===== src/rtl/ex_cluster.sv =====
// Execution cluster: NUM_ALU single-cycle ALU lanes followed by NUM_MULT pipelined multiplier lanes.
// Optional feature macro: EX_STALL_CNT_EN adds per-lane saturating stall counters on port stall_cnt.
module ex_cluster #(
    parameter int NUM_ALU     = 2,
    parameter int NUM_MULT    = 2,
    parameter int XLEN        = 32,
    parameter int TAG_W       = 5,
    parameter int MULT_STAGES = 4,
    localparam int NL         = NUM_ALU + NUM_MULT
) (
    input  logic                clock,
    input  logic                reset,
    input  logic                squash,
    input  logic [NL-1:0]       in_valid,
    output logic [NL-1:0]       in_ready,
    input  logic [3*NL-1:0]     in_op,
    input  logic [XLEN*NL-1:0]  in_a,
    input  logic [XLEN*NL-1:0]  in_b,
    input  logic [TAG_W*NL-1:0] in_tag,
    output logic [NL-1:0]       out_valid,
    output logic [XLEN*NL-1:0]  out_data,
    output logic [TAG_W*NL-1:0] out_tag,
    input  logic [NL-1:0]       ack
`ifdef EX_STALL_CNT_EN
    ,
    output logic [32*NL-1:0]    stall_cnt
`endif
);

    localparam int SHW = $clog2(XLEN);

    for (genvar l = 0; l < NUM_ALU; l++) begin : g_alu
        logic [2:0]       op;
        logic [XLEN-1:0]  a;
        logic [XLEN-1:0]  b;
        logic [XLEN-1:0]  res;
        logic             rdy;
        logic             accept;
        logic             v_q;
        logic [XLEN-1:0]  d_q;
        logic [TAG_W-1:0] t_q;

        assign op     = in_op[3*l +: 3];
        assign a      = in_a[XLEN*l +: XLEN];
        assign b      = in_b[XLEN*l +: XLEN];
        assign rdy    = !v_q || ack[l];
        assign accept = in_valid[l] && rdy && !squash;

        always_comb begin
            res = '0;
            case (op)
                3'd0:    res = a + b;
                3'd1:    res = a - b;
                3'd2:    res = a & b;
                3'd3:    res = a | b;
                3'd4:    res = a ^ b;
                3'd5:    res = XLEN'($signed(a) < $signed(b));
                3'd6:    res = XLEN'(a < b);
                3'd7:    res = a << b[SHW-1:0];
                default: res = '0;
            endcase
        end

        // Acceptance has priority over ack so a same-cycle ack+issue replaces without a bubble.
        always_ff @(posedge clock) begin
            if (reset) begin
                v_q <= 1'b0;
                d_q <= '0;
                t_q <= '0;
            end else if (squash) begin
                v_q <= 1'b0;
            end else if (accept) begin
                v_q <= 1'b1;
                d_q <= res;
                t_q <= in_tag[TAG_W*l +: TAG_W];
            end else if (ack[l]) begin
                v_q <= 1'b0;
            end
        end

        assign in_ready[l]                 = rdy;
        assign out_valid[l]                = v_q;
        assign out_data[XLEN*l +: XLEN]    = d_q;
        assign out_tag[TAG_W*l +: TAG_W]   = t_q;
    end

    for (genvar l = NUM_ALU; l < NL; l++) begin : g_mul
        logic [2:0]             unused_op;
        logic [XLEN-1:0]        prod;
        logic                   adv;
        logic                   accept;
        logic [MULT_STAGES-1:0] v_q;
        logic [XLEN-1:0]        d_q [MULT_STAGES];
        logic [TAG_W-1:0]       t_q [MULT_STAGES];

        assign unused_op = in_op[3*l +: 3];
        assign prod      = in_a[XLEN*l +: XLEN] * in_b[XLEN*l +: XLEN];
        assign adv       = !v_q[MULT_STAGES-1] || ack[l];
        assign accept    = in_valid[l] && adv && !squash;

        // A stall freezes the whole pipe; empty stages are not collapsed.
        always_ff @(posedge clock) begin
            if (reset) begin
                v_q <= '0;
                for (int s = 0; s < MULT_STAGES; s++) begin
                    d_q[s] <= '0;
                    t_q[s] <= '0;
                end
            end else if (squash) begin
                v_q <= '0;
            end else if (adv) begin
                v_q[0] <= accept;
                d_q[0] <= prod;
                t_q[0] <= in_tag[TAG_W*l +: TAG_W];
                for (int s = 1; s < MULT_STAGES; s++) begin
                    v_q[s] <= v_q[s-1];
                    d_q[s] <= d_q[s-1];
                    t_q[s] <= t_q[s-1];
                end
            end
        end

        assign in_ready[l]               = adv;
        assign out_valid[l]              = v_q[MULT_STAGES-1];
        assign out_data[XLEN*l +: XLEN]  = d_q[MULT_STAGES-1];
        assign out_tag[TAG_W*l +: TAG_W] = t_q[MULT_STAGES-1];
    end

`ifdef EX_STALL_CNT_EN
    for (genvar l = 0; l < NL; l++) begin : g_stall
        logic [31:0] cnt_q;

        // Squash deliberately does not clear the counter; only reset does.
        always_ff @(posedge clock) begin
            if (reset) begin
                cnt_q <= '0;
            end else if (out_valid[l] && !ack[l] && (cnt_q != 32'hFFFF_FFFF)) begin
                cnt_q <= cnt_q + 32'd1;
            end
        end

        assign stall_cnt[32*l +: 32] = cnt_q;
    end
`endif

endmodule


===== config.mk =====
export PLATFORM = sky130hd
export DESIGN_NAME = ex_cluster
export DESIGN_NICKNAME = d
export VERILOG_FILES = /design/src/rtl/ex_cluster.sv
export SDC_FILE = /design/constraint.sdc
export NUM_CORES = 2
export LEC_CHECK = 0
export BUFFER_PORTS_ARGS = -buffer_cell sky130_fd_sc_hd__buf_2
export CORE_UTILIZATION = 47
export DETAILED_ROUTE_END_ITERATION = 10
export GPL_TIMING_DRIVEN = 0
export PLACE_DENSITY = 0.63
export RECOVER_POWER = 25
export SLEW_MARGIN = 20
export SYNTH_ARGS = -nofsm -noshare
export SYNTH_HDL_FRONTEND = slang
export SYNTH_SLANG_ARGS = --single-unit

===== constraint.sdc =====
create_clock -name clock -period 11.52 [get_ports clock]
set_clock_uncertainty 0.1 [all_clocks]
set_input_delay 2.304 -clock clock [delete_from_list [all_inputs] [get_ports clock]]
set_output_delay 2.304 -clock clock [all_outputs]
set_load 0.005 [all_outputs]

==> summary.md <==
| Metric | Value |
|---|---|
| CTS tree | `built` |
| Status | `finished, final reports clean` |
| DP Cell Count | `approximately 8,400` |
| Worst Tran Pin Value | `1.17 ns` |
| Number of global-route vias before repair | `between 40,000 and 50,000` |
| Startpoint Class | `input port` |
| Post-synth EDFFs | `roughly 300` |
| Iter 0 DRT Violations | `4,513` |
| Initial Utilization | `0.474` |
| Die ar. | `roughly 120,000 sq um` |
| Post-DR vias/cell | `5.74` |
| Initial antenna violation count | `15` |
| Setup-failing EPs final | `0` |
| Period Utilization, post-route | `0.943` |
| H-tree depth | `2` |
| CTS Hold Buffers Added | `0` |
| Avg Cell Area, Syn | `about 9.1 sq um` |
| Routability cong. | `~1.0` |
| Io pins | `between 400 and 500` |
| Crit-path max FO | `10` |
| Max Cap Viol | `0` |
| Cells after Synth | `6,360` |
| Post-layout min period | `about 11 ns` |
| Met2 Routed Length | `approximately 100 mm` |
| CTS buffer count | `38` |
| Final hold violations | `0` |
| Final WL | `roughly 220 mm` |
| Dpl ws | `~0.34 ns` |
| CTS max path bufs | `3` |
| Final Cell Area | `approximately 63,000 sq um` |
| Synth area leaders | `fa_1 (28%), edfxtp_1 (15%), ha_1 (9.5%), inv_1 (6.5%), and2_1 (6.4%)` |
| I/O Buffers | `429` |
| Post-CTS Setup Bufs | `0` |
| Max Fclk | `between 90 and 100 MHz` |
| Die X | `353 um` |
| Arr. time, crit path | `11.07 ns` |
| Ys async rst share | `0` |
| GRT Total Usage | `0.352` |
| # resized after CTS | `0` |
| Row cnt | `about 130` |
| Area after DPL | `62,200 sq um` |
| DR vias | `around 49,000` |
| Residual DRC | `0` |
| Largest net degree at the start of global routing | `30` |
| Share of cells above drive strength 1 | `0.0762` |
| Slew HR | `0.222` |
| Mapped cell area | `roughly 58,000 sq um` |
| Worst min path class | `reg -> reg` |
| Total global routing overflow | `0` |
| Cell variety after synth | `between 80 and 90` |
| Top_reg_cell synth | `edfxtp_1` |
| CP Capture Type | `flip-flop` |
| Post-detail-place hpwl | `180 mm` |
| Nets@finish | `around 8,400` |
| DR top layer | `met5` |
| Post-route insts no fill | `about 8,500` |
| CTS root buf | `clkbuf_16` |
| Core box area | `around 120,000 sq um` |
| First-pass GRT wire length | `approximately 320 mm` |
| Drt pass-1 iters | `8` |
| Fin. max-slew vios | `0` |
| Share of the synthesized area in the top cell type | `0.284` |
| Register clock-pin slew on the reported worst setup and hold paths | `around 0.06 ns` |
| WL per Instance | `between 20 and 30 um` |
| Synthesized flop and latch total | `380` |
| WL met3 | `approximately 18 mm` |
| Kind of critical path | `in -> reg` |
| Synthesized Nets | `between 7,000 and 8,000` |
| Clk_lat worst skew | `between 0.5 and 0.6 ns` |
| CP required | `about 12 ns` |
| Synth warnings | `0` |
| Post-route ant nets | `0` |
| Final WS setup | `0.662 ns` |
| CTS sink count | `between 300 and 400` |
| Unrepaired setup endpoints after global routing | `no` |
| M1 WL | `approximately 88 mm` |
| Area Growth Syn to Fin | `9.53%` |
| Hold Slack | `between 0.3 and 0.4 ns` |
| Chip Height | `between 300 and 400 um` |
| Area leader, netlist | `fa_1` |
| Sequential fraction of the synthesis area | `0.183` |
-- flip-flops by register name, indices dropped and copies added (netlist names) --
name,count
g_alu.d_q,64
g_alu.t_q,10
g_alu.v_q,2
g_mul.d_q,256
g_mul.t_q,40
g_mul.v_q,8
-- worst max-delay path: stages --
cell	delay (ns)
buf_2	0.11
clkbuf_1	0.46
clkbuf_1	0.89
nand2_1	0.19
fa_1	0.49
fa_1	0.53
fa_1	0.44
fa_1	0.54
inv_1	0.05
fa_1	0.51
inv_1	0.06
fa_1	0.53
inv_1	0.05
fa_1	0.49
fa_1	0.41
ha_1	0.39
a21o_1	0.21
a21o_1	0.16
a21oi_1	0.17
o21ai_0	0.10
a21oi_1	0.44
o311ai_0	0.40
a21o_1	0.31
o21ba_2	0.22
xnor2_1	0.46
nor2_1	0.12
-- cell families after synthesis --
logic type               Yosys count  synth area share
AND/OR/NAND/NOR                 2074             0.181
flip-flops                       380             0.183
adder cells (fa/ha/maj)         1260             0.379
AO/OA/AOI/OAI                    926             0.104
buffers and inverters           1403            0.0924
multiplexers                     112            0.0291
XOR/XNOR                         205            0.0311
-- final timing paths --
path / start / to / slack, ns / depth (start not counted)
worst min register to register: g_mul[2].v_q[2] / g_mul[2].v_q[2] / 0.35 / 2
worst min-delay path: g_mul[2].v_q[2] / g_mul[2].v_q[2] / 0.35 / 2
worst max register to register: g_alu[0].v_q / g_alu[0].d_q[4] / 7.85 / 7
worst max-delay path: in_b[66] / g_mul[2].d_q[0][31] / 0.66 / 26
-- synth_stat cells, drive strengths merged (13+ instances only) --
cell type	number
buf	43
dfxtp	84
a21o	46
a211o	13
a221o	18
a22oi	21
nor3	91
mux2i	58
o211ai	17
mux4	44
o21a	19
nand3	48
ha	440
xor2	63
nand2	676
nor2	288
o221ai	35
edfxtp	296
o21bai	26
o21ai	154
or3	13
a31oi	17
xnor2	142
nand2b	25
a211oi	64
nor2b	32
nor4	14
and3	256
o31ai	14
clkbuf	351
and2	588
inv	1005
a21oi	325
o22ai	37
fa	820
a221oi	27
-- through the flow --
step / setup TNS (ns) / utilization
after global placement: -350.67 / 0.508
after floorplan: 0 / -
after detailed placement: 0 / 0.511
final: 0 / 0.519
after CTS: 0 / 0.520
after global routing: 0 / 0.519
-- cells in the final DEF, fill, tap and decap left out, types with 12 or more instances in the layout --
master     count
a21o_1        45
a22oi_1       21
nor2b_1       31
nand4_1       12
nand2_1      676
a211oi_1      64
o21a_1        19
nand2b_1      25
a21oi_1      325
inv_1       1002
nor4_1        14
o221ai_1      35
clkbuf_16     38
ha_1         440
buf_1         21
a31oi_1       17
a221o_1       18
dfxtp_1       84
a221oi_1      27
a211o_1       13
o22ai_1       37
mux2i_1       58
xnor2_1      142
xor2_1        63
fa_1         820
buf_2        362
nor2_1       288
edfxtp_1     296
nand3_1       48
o211ai_1      17
o31ai_1       12
clkbuf_1     437
and2_1       587
and3_1       256
nor3_1        91
or3_1         12
o21ai_0      151
mux4_2        44
o21bai_1      24
-- metal layers --
metal,GRT usage,vias to the layer above
met4,0.166,16
met2,0.575,2276
met5,0,-
met1,0.453,24400
li1,-,21500
met3,0.0608,539
-- final cells by class --
cell class | instances | area, sq um
fillers | 11700 | 58600
diodes | 3 | 7.51
flip-flops and latches | 380 | 10600
clock buffers | 49 | 992
plain buffers | 395 | 1560
well taps | 1625 | 2030
multi-input cells | 4577 | 41900
inverters | 1008 | 3780
clock inverters | 18 | 151
repair buffers | 440 | 2300
Power is not shown: default switching activity piles up to over one toggle a cycle in this logic, so the estimate is an artifact.
